**src/rtl/pic_ctl_sched.sv**
```systemverilog
// pic_ctl_sched: merges UART image-select requests and the slideshow timer
// into one valid/ready command stream for the frame controller.
// UART has strict priority; the timer only counts while the controller waits.
//
// state   | meaning
// S_IDLE  | nothing on offer, pick UART hold register first, then slideshow
// S_OFFER | command on offer, payload frozen until ctl_ready accepts it
module pic_ctl_sched #(
  parameter int TICK_DIV = 4000,
  parameter int SLIDE_MS = 5000
) (
  input  logic clk_4M,
  input  logic rst,
  input  logic uart_incr,
  input  logic uart_decr,
  input  logic uart_valid,
  output logic uart_ready,
  input  logic auto_en,
  input  logic auto_dir,
  output logic ctl_incr,
  output logic ctl_decr,
  output logic ctl_valid,
  input  logic ctl_ready,
  output logic cmd_src,
  output logic cmd_drop
);

  localparam int PW = (TICK_DIV > 2) ? $clog2(TICK_DIV) : 1;
  localparam logic [PW-1:0] PRESC_LAST = PW'(TICK_DIV - 1);
  localparam logic [15:0]   MS_LAST    = 16'(SLIDE_MS - 1);

  typedef enum logic {S_IDLE, S_OFFER} state_t;

  state_t state, state_nxt;
  logic valid_nxt, incr_nxt, decr_nxt, src_nxt;

  logic hold_full, hold_incr, hold_decr;
  logic auto_pend;
  logic [PW-1:0] presc;
  logic [15:0]   ms_cnt;

  logic accept, legal, xfer, run, tick, expire, auto_on_offer;

  assign uart_ready    = ~hold_full;
  assign accept        = uart_valid & ~hold_full;
  assign legal         = uart_incr ^ uart_decr;
  assign xfer          = ctl_valid & ctl_ready;
  assign run           = auto_en & ctl_ready & ~auto_pend;
  assign tick          = run & (presc == PRESC_LAST);
  assign expire        = tick & (ms_cnt == MS_LAST);
  assign auto_on_offer = ctl_valid & cmd_src;

  // UART holding register and illegal-request drop pulse
  always_ff @(posedge clk_4M) begin
    if (rst) begin
      hold_full <= 1'b0;
      hold_incr <= 1'b0;
      hold_decr <= 1'b0;
      cmd_drop  <= 1'b0;
    end else begin
      if (xfer & ~cmd_src) begin
        hold_full <= 1'b0;
      end else if (accept & legal) begin
        hold_full <= 1'b1;
        hold_incr <= uart_incr;
        hold_decr <= uart_decr;
      end
      cmd_drop <= accept & ~legal;
    end
  end

  // display-time prescaler and ms counter, restarted whenever the controller is busy
  always_ff @(posedge clk_4M) begin
    if (rst || xfer || !run) begin
      presc  <= '0;
      ms_cnt <= '0;
    end else if (tick) begin
      presc  <= '0;
      ms_cnt <= (ms_cnt == MS_LAST) ? 16'd0 : ms_cnt + 16'd1;
    end else begin
      presc <= presc + PW'(1);
    end
  end

  // slideshow pending flag; a slideshow command already on offer survives auto_en falling
  always_ff @(posedge clk_4M) begin
    if (rst) begin
      auto_pend <= 1'b0;
    end else if (expire) begin
      auto_pend <= 1'b1;
    end else if (xfer & cmd_src) begin
      auto_pend <= 1'b0;
    end else if (~auto_en & ~auto_on_offer) begin
      auto_pend <= 1'b0;
    end
  end

  // FSM state and registered command outputs
  always_ff @(posedge clk_4M) begin
    if (rst) begin
      state     <= S_IDLE;
      ctl_valid <= 1'b0;
      ctl_incr  <= 1'b0;
      ctl_decr  <= 1'b0;
      cmd_src   <= 1'b0;
    end else begin
      state     <= state_nxt;
      ctl_valid <= valid_nxt;
      ctl_incr  <= incr_nxt;
      ctl_decr  <= decr_nxt;
      cmd_src   <= src_nxt;
    end
  end

  // next-state and next-output selection, UART before slideshow
  always_comb begin
    state_nxt = state;
    valid_nxt = ctl_valid;
    incr_nxt  = ctl_incr;
    decr_nxt  = ctl_decr;
    src_nxt   = cmd_src;
    case (state)
      S_IDLE: begin
        if (hold_full) begin
          valid_nxt = 1'b1;
          incr_nxt  = hold_incr;
          decr_nxt  = hold_decr;
          src_nxt   = 1'b0;
          state_nxt = S_OFFER;
        end else if (auto_pend) begin
          valid_nxt = 1'b1;
          incr_nxt  = ~auto_dir;
          decr_nxt  = auto_dir;
          src_nxt   = 1'b1;
          state_nxt = S_OFFER;
        end
      end
      S_OFFER: begin
        if (xfer) begin
          valid_nxt = 1'b0;
          incr_nxt  = 1'b0;
          decr_nxt  = 1'b0;
          state_nxt = S_IDLE;
        end
      end
      default: state_nxt = S_IDLE;
    endcase
  end

endmodule

```
**config.mk**
```make
export PLATFORM = sky130hd
export DESIGN_NAME = pic_ctl_sched
export DESIGN_NICKNAME = d
export VERILOG_FILES = /design/src/rtl/pic_ctl_sched.sv
export SDC_FILE = /design/constraint.sdc
export NUM_CORES = 1
export LEC_CHECK = 0
export ABC_AREA = 0
export CAP_MARGIN = 25
export CORE_ASPECT_RATIO = 1.2
export CORE_MARGIN = 2
export CORE_UTILIZATION = 61
export DETAILED_ROUTE_END_ITERATION = 10
export PLACE_DENSITY = 0.83
export SLEW_MARGIN = 15
export SYNTH_ARGS = -nofsm -noshare
export SYNTH_HDL_FRONTEND = slang
export SYNTH_SLANG_ARGS = --single-unit
export TNS_END_PERCENT = 1
```
**constraint.sdc**
```tcl
create_clock -name clk_4M -period 3.9 [get_ports clk_4M]
set_input_delay 0.585 -clock clk_4M [delete_from_list [all_inputs] [get_ports clk_4M]]
set_output_delay 0.585 -clock clk_4M [all_outputs]
set_load 0.01 [all_outputs]
```
==> summary.md, run 1 <==
| Metric | Value |
|---|---|
| Status | complete, no violations |
| RD Place Congestion | 0.9242 |
| Worst-skew pair later-pin latency | 0.35 ns |
| Fill count | 208 |
| Ys flop type | dfxtp_1 |
| Antenna cell count | 0 |
| Area delta synth->final | 10.55% |
| Final hold viol count | 0 |
| GRT busiest layer | met2 |
| Power Density | 320.9 mW/mm² |
| Num ports | 14 |
| Relative slew slack | 46.20% |
| Max-cap violations | 0 |
| Worst EP required | 4.19 ns |
| Fmax | 0.3663 GHz |
| GRT Resource Usage Total | 27.58% |
| Kind of critical path | in -> reg |
| Setup crit end kind | flop |
| CP startpoint kind | input port |
| Period Utilization, post-route | 70.00% |
| Critical path cell sequence | clkdlybuf4s50_1 -> nand3b_1 -> or4_1 -> nor3_1 -> mux2i_1 |
| RSZ-0062 raised after global routing | no |
| Clk root buf | clkbuf_4 |
| Die Wd | 54.43 µm |
| Vias in the first global route | 1711 |
| Initial antenna violation count | 0 |
| Largest family of logic cells by synthesized area | simple AND/OR/NAND/NOR gates |
| Pre-CTS setup slack | 0.8469 ns |
| GR Util met1 | 31.96% |
| Drc violations | 0 |
| Detail Route Antenna Nets | 0 |
| Final worst slack | 1.170 ns |
| Gate count of the mapped netlist | 231 |
| Crit path arrival time | 3.02 ns |
| Seq/Total Area, Yosys | 40.86% |
| WL/cell | 15.35 µm |
| TritonCTS Sinks | 38 |
| Port buffer count | 13 |
| Xor and xnor area share after synthesis | 5.175% |
| Syn Area/Cell | 8.060 µm² |
| Clock buffer depth | 2 |
| CTS tree | done |
| Global route total overflow | 0 |
| Syn nets | 241 |
| Synth warnings | 0 |
| Buf/Inv on CP | 1 |
| Met2 Resource Use GR | 44.58% |
| Pre-antenna DRT Iters | 4 |
| Post-CTS Resized | 0 |
| Initial DRC count | 91 |
| H-tree depth | 2 |
| Mux share of post-synthesis cell area | 2.151% |
| Fin. max-slew vios | 0 |
| First-pass GRT wire length | 7203 µm |
| Post-synthesis compound-gate area fraction | 12.03% |
| CTS Hold Bufs | 0 |
| Async set-reset flop share out of synthesis | 0% |
| Setup tns final | 0 ns |
| Vias per cell | 6.444 |
| Core Region | 0.002838 mm² |
| Family with the most delay on the worst path | simple AND/OR/NAND/NOR gates |
| Initial Utilization | 65.61% |
| Final setup vio count | 0 |
| Syn Std Cell Area | 0.001862 mm² |
| Half-perimeter wire length after placement | 2959 µm |
| DR vias | 1772 |
| Site Rows | 21 |
| Final Skew | 0.01674 ns |
| CP max-delay cell | or4_1 |
| Worst-path maximum fanout | 17 |
| Postcts setup bufs | 0 |
| Post-synth EDFFs | 0 |
| Simple-gate share of the synthesized area | 35.35% |
| Met3 usage | 7.834% |
| Slowest cell delay on critical path | 0.93 ns |
| Hold Path Class | reg -> reg |
| Seq cells post-synth | 38 |
| Worst VDD drop | 0.0002498 V |
| Fin crit period | 2.730 ns |
| Die Y | 64.52 µm |
| Final net count | 252 |
| Netlist cell types | 39 |
| Die Area | 0.003512 mm² |
| Clock transition at path regs | 0.12 ns |
| Commonest non-fill, non-tap cells in the layout | dfxtp_1 (38), nand2_1 (29), nor2_1 (23) |
| Largest net degree at the start of global routing | 21 |
| Layout cells sized above 1 | 6.639% |
| Adder-cell share of the synthesized area | 1.344% |
| Commonest non-fill, non-tap cell in the layout | dfxtp_1 |
| Lkg Pwr | 0.6141 nW |
| Worst-Margin Slew | 0.8046 ns |
| Total Wirelength | 4220 µm |
| Total CTS buffers | 5 |
stage by stage:
stage	cells	instance area (µm²)	utilization [%]	total power, mW	hold WS (ns)
after floorplan	231	1862	-	0.4391	0.4297
after global placement	269	2007	70.72	0.4598	0.4393
after detailed placement	269	2007	70.72	0.4628	0.4543
after CTS	275	2058	72.53	0.6622	0.4712
after global routing	275	2058	72.53	0.6845	0.5079
final	275	2058	72.53	0.6605	0.4647
routing by layer:
layer | vias up | share of wire (%) | wire, µm
met1 | 831 | 43 | 1822
li1 | 859 | - | -
met5 | - | 0 | 0
met3 | 13 | 6.8 | 285
met2 | 69 | 48 | 2023
met4 | 0 | 2.1 | 90
cell type report:
type / instances / area (µm²) / area share (%)
timing repair buffer: 15 / 145.1 / 7.052
tap: 34 / 42.54 / 2.067
clock buffer: 6 / 51.30 / 2.492
sequential: 38 / 760.7 / 36.96
inverter: 4 / 15.01 / 0.7295
multi-input combinational: 178 / 1044 / 50.70
report_power, final:
part / switching [mW] / internal, mW
Clock: 0.125 / 0.0813
Sequential: 0.00653 / 0.395
Combinational: 0.0283 / 0.0249
Total: 0.160 / 0.501
kinds of logic (layout without fill, tap and decap cells):
family,Yosys count,in the layout
adders and majority gates,2,2
DFF,38,38
xor gates and xnor gates,11,11
and+or+nand+nor,123,123
AOI/OAI and AO/OA,38,38
muxes,4,4
buffers and inverters,15,25
cell usage after synthesis (3+ instances only):
cell	count	area (µm²)
clkbuf_1	10	37.54
o21ai_0	7	35.03
nand3b_1	4	30.03
nor3_1	13	65.06
or4_1	5	37.54
nor4_1	5	31.28
nor2_1	23	86.33
mux2i_1	4	40.04
nand3_1	10	50.05
dfxtp_1	38	760.7
xnor2_1	8	70.07
a21oi_1	18	90.09
xor2_1	3	26.28
or3_1	5	31.28
nand4_1	9	56.30
inv_1	4	15.01
o31ai_1	3	22.52
nand2_1	29	108.9
or2_2	5	31.28
path summary, 6_finish.rpt:
kind                            startpoint          to  slack, ns  depth (start not counted)
worst max-delay path             ctl_ready  ms_cnt[13]       1.17                          5
worst min-delay path             hold_incr   hold_incr       0.46                          2
worst max register to register   auto_pend  ms_cnt[13]       1.55                          4
worst min register to register   hold_incr   hold_incr       0.46                          2
registers in the layout, indices dropped and copies added (netlist names):
signal	count
ms_cnt	16
presc	12
auto_pend	1
cmd_drop	1
cmd_src	1
ctl_decr	1
ctl_incr	1
ctl_valid	1
hold_decr	1
hold_full	1
hold_incr	1
state	1
worst register-to-register path: stages (launching register included):
cell and delay (ns):
dfxtp_1 0.35, nand3b_1 0.42, or4_1 0.93, nor3_1 0.35
mux2i_1 0.23
(Power assumes the default switching activity.)
==> run 2, diff against run 1 <==
--- a/config.mk
+++ b/config.mk
@@ -9,9 +9,9 @@
 export CAP_MARGIN = 25
 export CORE_ASPECT_RATIO = 1.2
 export CORE_MARGIN = 2
-export CORE_UTILIZATION = 61
+export CORE_UTILIZATION = 52
 export DETAILED_ROUTE_END_ITERATION = 10
-export PLACE_DENSITY = 0.83
+export PLACE_DENSITY = 0.75
 export SLEW_MARGIN = 15
 export SYNTH_ARGS = -nofsm -noshare
 export SYNTH_HDL_FRONTEND = slang
==> constraint.sdc (replaced) <==
create_clock -name clk_4M -period 2.3 [get_ports clk_4M]
set_input_delay 0.345 -clock clk_4M [delete_from_list [all_inputs] [get_ports clk_4M]]
set_output_delay 0.345 -clock clk_4M [all_outputs]
set_load 0.01 [all_outputs]
==> run 2 against run 1 <==
The flow now finishes with violations (design-rule violations). Final cell count grew 6.2%. Combinational power is 86% higher. Wire length increased by 3.3%. Setup slack worse by 1.0 ns. Final area grew 8.8%. Global-route usage decreased by 4.9 points. Die area increased by 16%. Hold slack got worse by 0.0091 ns. Register-to-register slack lost 1.4 ns. Critical path depth unchanged. Sequential power rose by 70%. Clock power rose to 3.4 times the previous value. Highest routed layer unchanged.
==> summary.md, run 2 (same netlist as run 1, synthesis figures left out) <==
| Metric | Value |
|---|---|
| Status | complete, but fails checks |
| Failing checks | design-rule violations |
| TritonCTS Sinks | 38 (unchanged) |
| Power Density | 657.3 mW/mm² (+100%) |
| Antenna cell count | 0 (unchanged) |
| Worst-path maximum fanout | 7 (-10) |
| Max-cap violations | 0 (unchanged) |
| Lkg Pwr | 0.7058 nW (+15%) |
| Max reg flops | 16 (unchanged) |
| Worst VDD drop | 0.0005932 V (+140%) |
| Total CTS buffers | 5 (unchanged) |
| Fin. max-slew vios | 0 (unchanged) |
| Fmax | 0.4646 GHz |
| Post-CTS Resized | 0 (unchanged) |
| GRT Resource Usage Total | 22.68% (-4.9 points) |
| Fin crit period | 2.153 ns |
| Initial Utilization | 54.83% (-11 points) |
| H-tree depth | 2 (unchanged) |
| Power Total | 1.471 mW (+120%) |
| Dpl cells | 284 (+5.6%) |
| CP max-delay cell | or4_1 |
| Core Region | 0.003396 mm² (+20%) |
| Clock buffer depth | 2 (unchanged) |
| Die Y | 69.55 µm (+7.8%) |
| Die Area | 0.004077 mm² (+16%) |
| Detail Route Antenna Nets | 0 (unchanged) |
| Hold Path Class | reg -> reg |
| Period Utilization, post-route | 93.59% |
| Clock transition at path regs | 0.08 ns (-0.04 ns) |
| Final hold viol count | 0 (unchanged) |
| Fill count | 299 (+44%) |
| Relative slew slack | 75.25% (+29 points) |
| DR vias | 1795 (+1.3%) |
| Port buffer count | 13 (unchanged) |
| Pre-antenna DRT Iters | 8 (+4) |
| Setup tns final | 0 ns (unchanged) |
| RD Place Congestion | 0.8419 (-8.9%) |
| First-pass GRT wire length | 7314 µm (+1.5%) |
| Final Skew | 0.006658 ns (-0.01008 ns) |
| CTS Hold Bufs | 0 (unchanged) |
| Num ports | 14 (unchanged) |
| Worst-skew pair later-pin latency | 0.30 ns (-0.05 ns) |
| R2r setup slk | 0.15 ns (-1.40 ns) |
| Drc violations | 2 (+2) |
| Kind of critical path | reg -> reg |
| Worst-Margin Slew | 0.3703 ns (-0.4342 ns) |
| Vias per cell | 6.147 (-4.6%) |
| Half-perimeter wire length after placement | 2922 µm (-1.2%) |
| Total Wirelength | 4361 µm (+3.3%) |
| Layout Cells excl Fill | 292 (+6.2%) |
| Initial antenna violation count | 0 (unchanged) |
| Reg with most FFs | ms_cnt |
| Worst path most repeated cell | or4_1 |
| Register area | 760.7 µm² (unchanged) |
| Multi-input logic area | 0.001044 mm² (unchanged) |
| Vias in the first global route | 1679 (-1.9%) |
| CP startpoint kind | flop |
| Hold Path Depth | 2 (unchanged) |
| CTS tree | done |
| Commonest non-fill, non-tap cells in the layout | dfxtp_1 (38), nand2_1 (29), nor2_1 (23) |
| Setup crit end kind | flop |
| Area delta synth->final | 20.23% |
| Worst R2R Start | presc[0] |
| RSZ-0062 raised after global routing | no |
| Commonest non-fill, non-tap cell in the layout | dfxtp_1 |
| Slowest cell delay on critical path | 0.62 ns (-0.31 ns) |
| Crit path arrival time | 2.38 ns (-0.64 ns) |
| Postcts setup bufs | 0 (unchanged) |
| Hold Path Sink | hold_incr |
| Final setup vio count | 0 (unchanged) |
| Met3 usage | 5.410% (-2.4 points) |
| R2r endpoint | ms_cnt[5] |
| Reg2Reg Depth | 5 (+1) |
| Min-delay src | hold_incr |
| Final net count | 264 (+4.8%) |
| Global route total overflow | 0 (unchanged) |
| Largest net degree at the start of global routing | 14 (-33%) |
| GR Util met1 | 26.52% (-5.4 points) |
| Layout cells sized above 1 | 11.76% (+5.1 points) |
| Clk root buf | clkbuf_8 |
| Critical path cell sequence | ha_1 -> nand4_2 -> or4_1 -> or4_1 -> a21oi_1 |
| GRT busiest layer | met2 |
| Die Wd | 58.62 µm (+7.7%) |
| Met2 Resource Use GR | 38.45% (-6.1 points) |
| WL/cell | 14.93 µm (-2.7%) |
| Site Rows | 23 (+9.5%) |
| Initial DRC count | 117 (+29%) |
| Largest regs | ms_cnt: 16 flops, presc: 12 flops |
| Worst EP required | 2.53 ns (-1.66 ns) |
==> run 2: where the power goes <==
part	total, mW	switching, mW	internal, mW
Sequential	0.680	0.0119	0.669
Clock	0.692	0.257	0.435
Combinational	0.0988	0.0494	0.0494
Total	1.47	0.318	1.15
==> run 2: metal layers <==
layer / up-vias / wire (µm)
li1: 881 / -
met2: 52 / 2135
met1: 852 / 1907
met5: - / 0
met3: 10 / 240
met4: 0 / 78
==> run 2: layout make-up <==
type | instances | share of cell area (%)
sequential | 38 | 33.99
inverter | 4 | 0.6708
multi-input combinational | 178 | 46.62
clock inverter | 3 | 3.074
clock buffer | 5 | 3.074
timing repair buffer | 27 | 10.51
tap | 37 | 2.068
==> run 2: worst max path at each step <==
stage	start	end	slack [ns]	depth (start not counted)
finish	presc[0]	ms_cnt[5]	0.15	5
global route	presc[0]	ms_cnt[5]	0.008	5
CTS	presc[0]	ms_cnt[5]	0.14	5
detailed placement	ctl_ready	ms_cnt[5]	-0.08	5
global placement	ctl_ready	ms_cnt[15]	-0.01	5
floorplan	presc[0]	ms_cnt[15]	0.24	6
==> run 2: stage by stage <==
step / instance area [µm²] / setup WS [ns] / util [%] / hold slack (ns)
after detailed placement: 2101 / -0.08056 / 61.86 / 0.4454
final: 2238 / 0.1475 / 65.92 / 0.4556
after floorplan: 1862 / 0.2443 / - / 0.4297
after CTS: 2238 / 0.1380 / 65.92 / 0.4563
after global placement: 2101 / -0.01267 / 61.86 / 0.4424
after global routing: 2238 / 0.008336 / 65.92 / 0.4858
==> run 2: worst max-delay path: cells and delay by family, from the launching register on <==
family	cells	cell delay, ns
compound gates	1	0.17
flops	1	0.38
simple gates	3	1.29
fa+ha+maj	1	0.24
